### src/rtl/ibuf_prefetch.sv
// Instruction prefetch buffer: fetches 16-bit words into a 16-entry RAM and tracks the byte-level read pointer.
// Define IBUF_PREFETCH_LOOKAHEAD_EN to issue back-to-back requests while buffer space remains.
module ibuf_prefetch (
  input  logic        clk,
  input  logic        rst_n,
  input  logic        flush,
  input  logic [19:0] flush_addr,
  output logic        mem_req,
  output logic [18:0] mem_addr,
  input  logic        mem_ack,
  input  logic [15:0] mem_rdata,
  output logic        buf_we,
  output logic [3:0]  buf_waddr,
  output logic [15:0] buf_wdata,
  input  logic        consume,
  input  logic [2:0]  consume_len,
  output logic [4:0]  rd_ptr,
  output logic [5:0]  level
);

  typedef enum logic [1:0] {
    S_IDLE,
    S_REQ,
    S_DROP
  } state_t;

  state_t      state, state_nxt;
  logic [4:0]  fill_words, fill_nxt;
  logic [3:0]  wr_ptr;
  logic [18:0] fetch_addr;
  logic [18:0] mem_addr_nxt;
  logic        ack_take;
  logic        consume_ok;
  logic [1:0]  words_freed;
  logic        space_idle;

  // A flush to an odd address leaves no valid byte until the first word lands.
  assign level = (fill_words == 5'd0) ? 6'd0
               : ({fill_words, 1'b0} - {5'b0, rd_ptr[0]});

  assign mem_req     = (state == S_REQ) || (state == S_DROP);
  assign consume_ok  = consume && !flush && (consume_len != 3'd0) && (consume_len != 3'd7)
                       && ({3'b0, consume_len} <= level);
  assign words_freed = 2'(({2'b0, rd_ptr[0]} + consume_len) >> 1);
  assign space_idle  = ({1'b0, fill_words} + {5'b0, buf_we}) < 6'd16;
  assign fill_nxt    = fill_words + {4'b0, buf_we} - (consume_ok ? {3'b0, words_freed} : 5'd0);

`ifdef IBUF_PREFETCH_LOOKAHEAD_EN
  logic space_after_ack;
  // The word being acknowledged now is also counted as occupying a slot.
  assign space_after_ack = ({1'b0, fill_words} + {5'b0, buf_we} + 6'd1) < 6'd16;
`endif

  always_comb begin
    // NOTE: every output of this block gets a default first so no path can infer a latch.
    state_nxt    = state;
    mem_addr_nxt = mem_addr;
    ack_take     = 1'b0;
    case (state)
      S_IDLE: begin
        if (!flush && space_idle) begin
          state_nxt    = S_REQ;
          mem_addr_nxt = fetch_addr;
        end
      end
      S_REQ: begin
        if (mem_ack) begin
          if (flush) begin
            state_nxt = S_IDLE;
          end else begin
            ack_take = 1'b1;
`ifdef IBUF_PREFETCH_LOOKAHEAD_EN
            if (space_after_ack) begin
              state_nxt    = S_REQ;
              mem_addr_nxt = fetch_addr + 19'd1;
            end else begin
              state_nxt = S_IDLE;
            end
`else
            state_nxt = S_IDLE;
`endif
          end
        end else if (flush) begin
          state_nxt = S_DROP;
        end
      end
      S_DROP: begin
        if (mem_ack) state_nxt = S_IDLE;
      end
      default: state_nxt = S_IDLE;
    endcase
  end

  // NOTE: all state updates use non-blocking assignments so every register sees pre-edge values.
  always_ff @(posedge clk or negedge rst_n) begin
    if (!rst_n) begin
      state      <= S_IDLE;
      mem_addr   <= '0;
      buf_we     <= 1'b0;
      buf_waddr  <= '0;
      buf_wdata  <= '0;
      rd_ptr     <= '0;
      fill_words <= '0;
      wr_ptr     <= '0;
      fetch_addr <= '0;
    end else begin
      state    <= state_nxt;
      mem_addr <= mem_addr_nxt;
      buf_we   <= ack_take;
      if (ack_take) begin
        buf_waddr <= wr_ptr;
        buf_wdata <= mem_rdata;
      end
      if (flush) begin
        fill_words <= '0;
        wr_ptr     <= '0;
        rd_ptr     <= {4'b0, flush_addr[0]};
        fetch_addr <= flush_addr[19:1];
      end else begin
        fill_words <= fill_nxt;
        if (ack_take) begin
          wr_ptr     <= wr_ptr + 4'd1;
          fetch_addr <= fetch_addr + 19'd1;
        end
        if (consume_ok) rd_ptr <= rd_ptr + {2'b0, consume_len};
      end
    end
  end

endmodule

### config.mk
export PLATFORM = sky130hd
export DESIGN_NAME = ibuf_prefetch
export DESIGN_NICKNAME = d
export VERILOG_FILES = /design/src/rtl/ibuf_prefetch.sv
export SDC_FILE = /design/constraint.sdc
export NUM_CORES = 1
export LEC_CHECK = 0
export BUFFER_PORTS_ARGS = -buffer_cell sky130_fd_sc_hd__buf_2
export CORE_MARGIN = 10
export CORE_UTILIZATION = 35
export DETAILED_ROUTE_END_ITERATION = 6
export GPL_TIMING_DRIVEN = 0
export PLACE_DENSITY = 0.68
export SETUP_SLACK_MARGIN = 0.3
export SLEW_MARGIN = 10
export SYNTH_ARGS = -nofsm -noshare
export SYNTH_HDL_FRONTEND = slang
export SYNTH_SLANG_ARGS = --single-unit
### constraint.sdc
create_clock -name clk -period 3.75 [get_ports clk]
set_input_delay 0.1875 -clock clk [delete_from_list [all_inputs] [get_ports clk]]
set_output_delay 0.1875 -clock clk [all_outputs]
set_load 0.05 [all_outputs]
# After elaboration in Yosys (flattened, before gate mapping)
# Index checks and enable logic that the tools add are counted.
totals:
  wordCells: 56
  register_bits: 75
  inputBits: 44
classes:
  n_mux: 17
  order_cmp: 2
  eq_ne: 6
  n_reduce_logical: 14
  n_addsub: 8
op_table:
  columns: ["operator", "n"]
  rows:
  - ["$mux 19", 2]
  - ["$add 19x1->19 const B", 1]
  - ["$mux 5", 3]
  - ["$mux 2", 5]
  - ["$mux 4", 2]
  - ["$add 5x1->6", 1]
  - ["$le 3x6->1", 1]
  - ["$lt 6x5->1 const B", 1]
  - ["$mux 6", 1]
  - ["$ne 3x3->1 const B", 2]
  - ["$pmux 2 s3", 1]
  - ["$sub 6x1->6", 1]
  - ["$add 5x1->5", 1]
  - ["$add 5x3->5", 1]
  - ["$logic_and 1x1->1", 5]
  - ["$logic_not 5->1", 1]
  - ["$sub 5x2->5", 1]
  - ["$add 4x1->4 const B", 1]
  - ["$ne 2x2->1 const B", 2]
  - ["$reduce_bool 2->1", 2]
  - ["$add 1x3->3", 1]
  - ["$mux 1", 3]
  - ["$reduce_and 3->1", 1]
  - ["$reduce_bool 3->1", 1]
  - ["other kinds (6)", 6]

# Logic depth before layout (Yosys ltp)
# Gate-level depths: netlist of run 1.
logic_depth:
  depth_word: 8
  depth_mapped: 21
  mapped_depth_nobuf: 21

# Least setup slack after synthesis of run 1
# Ideal clock, no wire load.
synth_timing:
  path_kind: "flip-flop to flip-flop"
  start: "reg fill_words[2]"
  end: "reg fill_words[4]"
  setup_slack_ns: -0.351
  setup_ns: 0.078
  arrival_ns: 4.023
  stages_incl_launch_ff: 21
  path_cell_list: "dfrtp_1 > inv_1 > ha_1 > nand2b_1 > nor3_1 > nor2b_1 > ha_1 > and3_1 > a211o_1 > o21bai_4 > nor2_1 > ha_1 > inv_1 > ha_1 > inv_1 > fa_1 > inv_1 > a21oi_1 > nor2_1 > or3_1 > a21oi_1"
synth_between:
  elab_chain_cells: 7
  word_cells_on_any_way: 9
  classes_between: "3 x add/sub; 1 x order compare; 3 x mux; 2 x reduce/logical"
synth_rtl:
  columns: ["element", "line", "text"]
  rows:
  - ["from (decl)", "28", "logic [4:0] fill_words, fill_nxt;"]
  - ["from (signal assigned)", "120", "fill_words <= fill_nxt;"]
  - ["$logic_not 5->1", "38", "assign level = (fill_words == 5'd0) ? 6'd0"]
  - ["$mux 6", "38", null]
  - ["named net level[0]", "18", "output logic [5:0] level"]
  - ["$le 3x6->1", "43", "&& ({3'b0, consume_len} <= level);"]
  - ["$logic_and 1x1->1", "43", null]
  - ["$mux 2", "46", "assign fill_nxt = fill_words + {4'b0, buf_we} - (consume_ok ? {3'b0, words_freed} : 5'd0);"]
  - ["$sub 5x2->5", "46", null]
  - ["$mux 5", "114", "if (flush) begin"]
# The timed path passes the listed nets, and every way through them passes these cells.
# A chain may end at the register's enable or synchronous reset.

# Worst setup path after layout of run 1
layout_timing:
  start: "reg fill_words[2]"
  end: "reg fill_words[4]"
layout_between:
  elab_chain_cells: 7
  word_cells_on_any_way: 9
  classes_between: "3 x add/sub; 1 x order compare; 3 x mux; 2 x reduce/logical"
layout_rtl:
  columns: ["element", "line"]
  rows:
  - ["$sub 6x1->6 / $logic_not 5->1 (equally long branches)", "39, 38"]
  - ["$mux 6", "38"]
  - ["$le 3x6->1", "43"]
  - ["$logic_and 1x1->1", "43"]
  - ["$mux 2", "46"]
  - ["$sub 5x2->5 *", "46"]
  - ["$mux 5 *", "114"]
# Every way passes the cells marked *; elsewhere a longest branch is shown, timed or not.

==> results of run 1 <==
==> metal layers <==
| metal | vias to the layer above | global-route usage (%) | routed length (µm) |
|---|---|---|---|
| li1 | 1544 | - | - |
| met1 | 1468 | 14.4 | 4310 |
| met2 | 72 | 20.2 | 4580 |
| met3 | 12 | 4.22 | 647 |
| met4 | 0 | 4.40 | 144 |
| met5 | - | 0 | 0 |
==> power breakdown <==
group,total (W),internal [W],switching [W]
sequential,0.00124,0.00107,0.000168
combinational,0.00262,0.000895,0.00172
clock,0.000615,0.000309,0.000306
total,0.00447,0.00227,0.00220
==> flip-flops by register name (all words and copies together), names as in the netlist <==
register	count
wr_ptr	4
rd_ptr	5
buf_we	1
fill_words	5
buf_waddr	4
buf_wdata	16
mem_addr	19
state	2
fetch_addr	19
==> critical path, cell delays in order, from the launching register on <==
cell and delay (ns):
dfrtp_2 0.38, inv_2 0.05, ha_4 0.16, nand2b_4 0.07, nor3_4 0.05, or2_4 0.26
ha_4 0.27, nor2b_4 0.12, o21ai_1 0.07, a211o_1 0.35, o21bai_4 0.19, nor2_2 0.05
ha_1 0.27, inv_1 0.04, ha_2 0.17, inv_2 0.05, fa_2 0.19, inv_1 0.04
a21oi_1 0.11, nor2_1 0.06, or3_1 0.33, a21oi_2 0.15
==> worst min path at each step <==
stage | start | end | cells after the start
floorplan | rst_n | buf_waddr[0] | 0
global placement | mem_rdata[9] | buf_wdata[9] | 3
detailed placement | rst_n | rd_ptr[3] | 1
CTS | mem_rdata[2] | buf_wdata[2] | 3
global route | mem_rdata[7] | buf_wdata[7] | 3
finish | mem_rdata[4] | buf_wdata[4] | 3
==> cell usage in the layout (no fill, tap or decap), drive strengths merged, types with 9 or more instances in the layout <==
cell type / instances
dfrtp: 75
nor2: 16
xnor2: 10
ha: 23
nand2: 98
clkbuf: 19
nand3: 9
o21ai: 23
a21oi: 9
buf: 114
inv: 21
xor2: 14
mux2: 20
==> through the flow <==
stage	worst slack (ns)	cells
2_1_floorplan	0.273	386
3_3_place_gp	0.0887	621
3_5_place_dp	0.000112	622
4_1_cts	0.229	649
5_1_grt	0.0580	654
6_report	0.250	655
==> cell type report <==
class	instances	area, µm²
fill	1065	5850
clock inverter	6	65.1
clock buffer	10	128
antenna	1	2.50
tap	140	175
timing repair buffer	112	621
multi-input combinational	279	1990
inverter	20	75.1
sequential	75	1880
buffer	12	61.3
==> logic make-up (layout without fill, tap and decap cells) <==
| logic type | after synthesis | after routing | synth area share, % |
|---|---|---|---|
| fa+ha+maj | 25 | 25 | 8.46 |
| other cells | 0 | 1 | 0 |
| flops | 75 | 75 | 48.4 |
| xor+xnor | 24 | 24 | 5.42 |
| compound gates | 44 | 44 | 7.14 |
| mux | 27 | 27 | 8.59 |
| buf+inv | 32 | 160 | 3.52 |
| simple gates | 159 | 159 | 18.4 |
==> what timing repair did <==
| item | CTS | global route |
|---|---|---|
| pin swaps | 6 | 0 |
| hold buffers | 1 | 0 |
| setup endpoints to repair | 3 | 3 |
| setup buffers | 10 | 5 |
| gates resized for setup | 6 | 9 |
| endpoints found under the hold margin | 34 | 0 |
==> flow_summary.toml, run 1 <==
[placed_design]
place_area_mm2 = 0.00460
global_placer_s_final_weighted_congestion = 0.829
number_of_buffers_inserted_by_port_buffering = 95
detailedPlacementHpwl_um = 7450

[logic_synthesis]
syn_inst = 386
synth.yosys.warnings = 0
ys_types = 42
syn_area_mm2 = 0.00387
mappedNetlistNets = 455
synth_flop_type = "dfrtp_1"
synthArstFlopShare_pct = 100
post_synth_edffs = 0
synthesis.area_per_instance_um2 = 10.0
ys_seq_area_share_pct = 48.4
synthDominantAreaCellType = "dfrtp_1"
post_synth_most_frequent_cells = "97 x nand2_1, 75 x dfrtp_1, 23 x ha_1, 23 x o21ai_0, 20 x inv_1"
postSynthRegisterBits = 75
netlist.area_leader.share_pct = 48.4
yosysMostFrequentCell = "nand2_1"
post_synth_main_area_contributors = "dfrtp_1 48%, nand2_1 9.4%, ha_1 7.4%"

[sta]
report.final.setup_viol = 0
whs_ns = 0.0295
max_clock_freq_ghz = 0.286
max_slew_margin_pct = 65.1
setup_total_negative_slack_ns = 0
period_needed_ns = 3.50
setup_repair_after_global_routing_missed_its_margin = "yes"
timing_max_transition_violations_final = 0
worst_pin_slew_ns = 0.524
finClkSkew_ns = 0.00791
hold_viol_final = 0
finalCritPeriodShare_pct = 93.3

[worst_setup_path]
worstSetupStartpoint = "fill_words[2]"
endpoint = "fill_words[4]"
cp_data_required_time_ns = 4.02
critical_path.reg2reg.endpoint = "fill_words[4]"
crit_path_category = "reg -> reg"
cp_max_fo = 4
crit_path_start_kind = "register"
worst-r2r-setup-slack_ns = 0.25
r2r_start = "fill_words[2]"
rr_worst_depth = 21
crit_path_end_kind = "register"
worst-endpoint-arrival_ns = 3.77

[global_routing]
grt_pass1_wl_um = 16200
grt_remaining_overflow = 0
grt_start_max_net_pins = 42
via_count_of_the_first_global_routing_pass = 3384
initial_antenna_violation_count = 1
grt_usage_pct = 12.2

[floorplanning]
starting_density_of_the_core_pct = 35.7
io_pins = 96
placeable_core_area_mm2 = 0.0108
die_area_mm2 = 0.0157
die_width_um = 125
die_height_um = 125
fp-row-count = 38

[pwr]
fin_total_pwr_w = 0.00447
power.static_leakage_nw = 2.55
power_per_cell_area_mw_per_mm2 = 895
peakVddDrop_v = 0.000370

[route]
vias_per_cell = 4.73
antenna_left = 0
detailedRoute.firstIterationViolations = 118
drtPass1Iterations = 5
num_vias = 3096
wirelength_um = 9690
post_drt_wl_per_cell_um = 14.8
drt_drc_violations_left = 0

[flow_run]
max-cap-violations = 0

[clock_network]
cts.htree.levels = 3
clock_sinks = 75
clk_latency_ns = 0.34
numCtsBuffers = 9
root_buffer_cell = "clkbuf_8"
clockBufferDepth = 2
clkSlewWorstSetupHoldPaths_ns = 0.08
cts_tree = "built"

[final_layout]
layout-drive-gt1-share_pct = 35.0
stdcell_area_mm2 = 0.00499
area_growth_pct = 28.9
finalNetCount = 578
post-route-util_pct = 46.1

[hold_path]
hold_path.class = "in -> reg"

[status]
run_status = "complete, no violations"
No activity file was read; power rests on OpenSTA's default activity.
==> run 2, diff against run 1 <==
--- a/config.mk
+++ b/config.mk
@@ -11,6 +11,7 @@
 export DETAILED_ROUTE_END_ITERATION = 6
 export GPL_TIMING_DRIVEN = 0
 export PLACE_DENSITY = 0.68
+export REMOVE_ABC_BUFFERS = 1
 export SETUP_SLACK_MARGIN = 0.3
 export SLEW_MARGIN = 10
 export SYNTH_ARGS = -nofsm -noshare
==> run 2 against run 1 <==
Clock-buffer cell count up 2. Register-to-register slack about the same. Wire length down 0.15%. Largest power group unchanged. Clock power up 12%. Non-clock buffer count down 10. Design area down 0.58%. Largest cell class unchanged. Clock skew up 0.00095 ns.
==> flow_summary.toml, run 2 (same netlist as run 1, synthesis figures left out) <==
[clock_network]
cts.htree.levels = 3
numCtsBuffers = 9
clkSlewWorstSetupHoldPaths_ns = 0.07
clockBufferDepth = 2
clock_sinks = 75
cts_tree = "built"
clk_latency_ns = 0.35
root_buffer_cell = "clkbuf_8"

[final_layout]
most-common-layout-cells = "97 x nand2_1, 94 x buf_2, 71 x dfrtp_1, 22 x o21ai_0"
nFillCells = 1011
antenna_cells_inserted = 0
area_growth_pct = 28.2
most_frequent_standard_cell_in_the_layout_excluding_fill_and_tap_cells = "nand2_1"
layout-drive-gt1-share_pct = 35.1
finalNetCount = 568
stdcell_area_mm2 = 0.00497
reg.largest.list = "fetch_addr: 19 flops, mem_addr: 19 flops, buf_wdata: 16 flops"

[sta]
setup_repair_after_global_routing_missed_its_margin = "yes"
finalCritPeriodShare_pct = 92.9
finClkSkew_ns = 0.00886
hold_viol_final = 0
worst_pin_slew_ns = 0.971
max_clock_freq_ghz = 0.287
period_needed_ns = 3.49
timing_max_transition_violations_final = 0
max_slew_margin_pct = 35.1
whs_ns = 0.0213
report.final.setup_viol = 0
setup_total_negative_slack_ns = 0

[floorplanning]
fp-row-count = 38
placeable_core_area_mm2 = 0.0108
starting_density_of_the_core_pct = 35.7
io_pins = 96
die_width_um = 125
die_height_um = 125
die_area_mm2 = 0.0157

[pwr]
fin_total_pwr_w = 0.00461
peakVddDrop_v = 0.00112
power_per_cell_area_mw_per_mm2 = 927
power.static_leakage_nw = 2.54

[global_routing]
grt_pass1_wl_um = 15900
grt_start_max_net_pins = 59
gr-usage-met1_pct = 14.4
via_count_of_the_first_global_routing_pass = 3218
grt_busiest_layer = "met2"
groute.layer.met3.usage_pct = 3.42
grt_remaining_overflow = 0
global_route.usage.met2_pct = 20.1
initial_antenna_violation_count = 0
grt_usage_pct = 12.2

[route]
vias_per_cell = 4.85
drt_drc_violations_left = 0
num_vias = 3111
wirelength_um = 9670
antenna_left = 0
post_drt_wl_per_cell_um = 15.1
drtPass1Iterations = 4
detailedRoute.firstIterationViolations = 127

[hold_path]
hold_path.class = "in -> reg"

[worst_setup_path]
crit_path_category = "reg -> reg"
cp_data_required_time_ns = 4.01
crit_path_end_kind = "register"
worst-endpoint-arrival_ns = 3.75
crit_path_start_kind = "register"
cp_max_fo = 4

[placed_design]
number_of_buffers_inserted_by_port_buffering = 95
detailedPlacementHpwl_um = 6860
global_placer_s_final_weighted_congestion = 0.828
place_area_mm2 = 0.00449

[flow_run]
max-cap-violations = 0

[status]
run_status = "complete, no violations"
==> run 2: critical path, stage by stage (launching register included) <==
cell      delay, ns
dfrtp_2        0.38
inv_2          0.05
ha_4           0.16
nand2b_4       0.07
nor3_4         0.05
or2_4          0.27
ha_4           0.27
nor2b_4        0.13
o21ai_2        0.05
a211o_1        0.33
o21bai_4       0.15
nor2_2         0.05
ha_1           0.26
inv_1          0.04
ha_2           0.17
inv_2          0.05
fa_2           0.19
inv_1          0.05
a21oi_2        0.10
nor2_1         0.07
or3_1          0.34
a21oi_1        0.15
==> run 2: worst paths after layout <==
path,from,end,slack [ns],depth (start not counted)
setup / recovery,fill_words[2],fill_words[4],0.26,21
hold / removal,mem_rdata[8],buf_wdata[8],0.02,3
setup reg to reg,fill_words[2],fill_words[4],0.26,21
hold reg to reg,rd_ptr[4],rd_ptr[4],0.47,1
max in group asynchronous,rst_n,fill_words[4],2.91,3
min in group asynchronous,rst_n,buf_wdata[12],0.26,2
==> run 2: routing by layer <==
layer  share of wire, %  routed length [µm]
met1                 44                4280
met2                 49                4710
met3                5.3                 514
met4                1.8                 170
met5                  0                   0
==> run 2: area by class of cell <==
cell class                      instances  area (µm²)  area share (%)
Inverter                               20        75.1            1.51
Tap cell                              140         175            3.53
Sequential cell                        75        1880            37.9
Clock inverter                          2        60.1            1.21
Clock buffer                           12         155            3.12
Timing Repair Buffer                  114         643            13.0
Multi-Input combinational cell        279        1980            39.8
==> run 2: through the flow <==
step           util (%)  setup slack, ns  std cells
2_1_floorplan         -           -0.356        374
3_3_place_gp       41.2           -0.235        609
3_5_place_dp       41.5           -0.358        610
4_1_cts            44.9            0.290        638
5_1_grt            45.8            0.126        642
6_report           45.8            0.265        642
==> run 2: timing repair <==
item | in CTS | in global routing
hold buffers | 1 | 0
pin swaps | 6 | 8
resized for setup | 16 | 12
endpoints found under the hold margin | 17 | 0
buffers inserted | 13 | 4
endpoints found under the setup margin | 4 | 4
==> run 2: report_power, final <==
group / switching (W) / internal (W)
Combinational: 0.00173 / 0.000933
Sequential: 0.000182 / 0.00107
Clock: 0.000284 / 0.000404
==> run 3, diff against run 2 <==
--- a/config.mk
+++ b/config.mk
@@ -10,7 +10,7 @@
 export CORE_UTILIZATION = 35
 export DETAILED_ROUTE_END_ITERATION = 6
 export GPL_TIMING_DRIVEN = 0
-export PLACE_DENSITY = 0.68
+export PLACE_DENSITY = 0.66
 export REMOVE_ABC_BUFFERS = 1
 export SETUP_SLACK_MARGIN = 0.3
 export SLEW_MARGIN = 10
==> constraint.sdc (replaced) <==
create_clock -name clk -period 3.4 [get_ports clk]
set_input_delay 0.17 -clock clk [delete_from_list [all_inputs] [get_ports clk]]
set_output_delay 0.17 -clock clk [all_outputs]
set_load 0.05 [all_outputs]
==> run 3 against run 2 <==
The flow now finishes with violations (setup timing). Via count fell by 2.3%. Sequential share of layout area rose by 0.051 points. Global-route usage fell by 0.062 points. Clock skew rose by 0.00068 ns. Die area did not move. Sequential power rose by 11%. Critical path type unchanged. Maximum frequency rose by 0.90%. Cell count fell by 0.31%. Worst hold slack got worse by 0.0077 ns.
==> flow_summary.toml, run 3 (same netlist as run 1, synthesis figures left out) <==
[global_routing]
grt_pass1_wl_um = 15700
grt_start_max_net_pins = 59
via_count_of_the_first_global_routing_pass = 3118
grt_remaining_overflow = 0
initial_antenna_violation_count = 0
grt_usage_pct = 12.1

[final_layout]
finalNetCount = 565
reg.largest.list = "fetch_addr: 19 flops, mem_addr: 19 flops, buf_wdata: 16 flops"
area_growth_pct = 27.9
stdcell_area_mm2 = 0.00496
most_frequent_standard_cell_in_the_layout_excluding_fill_and_tap_cells = "nand2_1"
layout-drive-gt1-share_pct = 33.2
most-common-layout-cells = "97 x nand2_1, 94 x buf_2, 72 x dfrtp_1, 22 x o21ai_0, 19 x ha_1"
antenna_cells_inserted = 0
post_layout_nonfiller_instances = 640

[sta]
max_clock_freq_ghz = 0.289
finClkSkew_ns = 0.00954
max_slew_margin_pct = 36.5
hold_viol_final = 0
period_needed_ns = 3.45
finalCritPeriodShare_pct = 102
finalWorstSetupSlack_ns = -0.0546
report.final.setup_viol = 1
worst_pin_slew_ns = 0.950
setup_repair_after_global_routing_missed_its_margin = "yes"
timing_max_transition_violations_final = 0
whs_ns = 0.0136

[placed_design]
number_of_buffers_inserted_by_port_buffering = 95
global_placer_s_final_weighted_congestion = 0.774
dp_cells = 610
place_area_mm2 = 0.00449
detailedPlacementHpwl_um = 6900

[worst_setup_path]
critical_path.reg2reg.endpoint = "fill_words[4]"
cp_data_required_time_ns = 3.58
worstSetupStartpoint = "fill_words[2]"
r2r_start = "fill_words[2]"
worst-r2r-setup-slack_ns = -0.05
crit_path_end_kind = "register"
crit_path_category = "reg -> reg"
crit_path_start_kind = "register"
rr_worst_depth = 21
worst-endpoint-arrival_ns = 3.64
endpoint = "fill_words[4]"
cp_max_fo = 5

[hold_path]
hold_path.class = "in -> reg"

[floorplanning]
io_pins = 96
die_width_um = 125
fp-row-count = 38
die_area_mm2 = 0.0157
starting_density_of_the_core_pct = 35.7
die_height_um = 125
placeable_core_area_mm2 = 0.0108

[route]
detailedRoute.firstIterationViolations = 112
vias_per_cell = 4.75
wirelength_um = 9400
post_drt_wl_per_cell_um = 14.7
num_vias = 3039
drtPass1Iterations = 4
drt_drc_violations_left = 0
antenna_left = 0

[clock_network]
root_buffer_cell = "clkbuf_8"
cts.htree.levels = 3
cts_tree = "built"
numCtsBuffers = 9
clk_latency_ns = 0.35
clock_sinks = 75
clockBufferDepth = 2
clkSlewWorstSetupHoldPaths_ns = 0.08

[pwr]
power.static_leakage_nw = 2.53
sw_frac_of_total_pct = 48.1
power.net_switching_w = 0.00236
power.combinational.fraction_pct = 55.6
power_per_cell_area_mw_per_mm2 = 990
peakVddDrop_v = 0.000842
clock_power_share_pct = 16.1
pwr-share-seq_pct = 28.2
p_int_w = 0.00255
fin_total_pwr_w = 0.00491

[flow_run]
max-cap-violations = 0

[status]
failing_checks = "setup timing"
run_status = "finished, violations left"
==> run 3: cell count changes in the layout (fill, tap and decap cells not counted), sizes merged <==
cell,before,now
buf,113,105
inv,20,21
dlygate4sd3,1,6
==> run 3: power groups by stage <==
stage / clock (W) / combinational, W / sequential [W]
final: 0.000792 / 0.00273 / 0.00139
after global routing: 0.000863 / 0.00295 / 0.00143
after CTS: 0.000818 / 0.00276 / 0.00139
after detailed placement: 0 / 0.00253 / 0.00141
after global placement: 0 / 0.00247 / 0.00140
after floorplan: 0 / 0.00117 / 0.00217
==> run 3: stage by stage <==
| step | utilization (%) | setup TNS (ns) | setup slack, ns |
|---|---|---|---|
| floorplan | - | -1.98 | -0.706 |
| CTS | 45.7 | -0.0832 | -0.0718 |
| detailed placement | 41.5 | -1.70 | -0.663 |
| global route | 45.7 | -0.594 | -0.273 |
| finish | 45.7 | -0.0546 | -0.0546 |
| global placement | 41.2 | -1.26 | -0.544 |
==> run 3: repair_timing <==
item	in CTS	in global routing
setup buffers	9	0
hold buffers	6	0
endpoints found under the hold margin	22	0
setup endpoints to repair	5	4
pin swaps	8	1
resized for setup	24	1
==> run 3: layer usage <==
layer | up-vias | track usage [%] | part of all wire [%]
li1 | 1513 | - | -
met1 | 1449 | 15.4 | 47
met2 | 67 | 19.3 | 47
met3 | 10 | 3.89 | 4.9
met4 | 0 | 3.39 | 1.3
met5 | - | 0 | 0
==> run 3: worst max-delay path, stage by stage (launching register included) <==
cell	delay, ns
dfrtp_2	0.40
inv_4	0.05
ha_4	0.17
nand2b_4	0.07
nor3_4	0.05
or2_4	0.28
ha_4	0.27
nor2b_1	0.12
o21ai_1	0.06
a211o_1	0.31
o21bai_4	0.18
nor2_2	0.05
ha_1	0.26
inv_1	0.06
ha_2	0.17
inv_2	0.04
fa_2	0.40
inv_2	0.06
a21oi_2	0.04
nor2_1	0.10
or3_1	0.11
a21oi_1	0.05
==> run 3: worst min path at each step <==
stage / start / depth (start not counted) / endpoint / slack (ns)
final: mem_rdata[0] / 3 / buf_wdata[0] / 0.01
after global routing: mem_rdata[15] / 3 / buf_wdata[15] / 0.009
after CTS: mem_rdata[15] / 3 / buf_wdata[15] / 0.002
after detailed placement: rst_n / 1 / buf_wdata[15] / 0.07
after global placement: mem_rdata[5] / 3 / buf_wdata[5] / 0.36
after floorplan: rst_n / 0 / buf_waddr[0] / -0.13
==> run 3: cell type report <==
class	count	area [µm²]
fillers	1039	5880
multi-input cells	279	1950
flip-flops and latches	75	1880
repair buffers	111	637
well taps	140	175
clock buffers	12	165
inverters	20	77.6
clock inverters	3	68.8
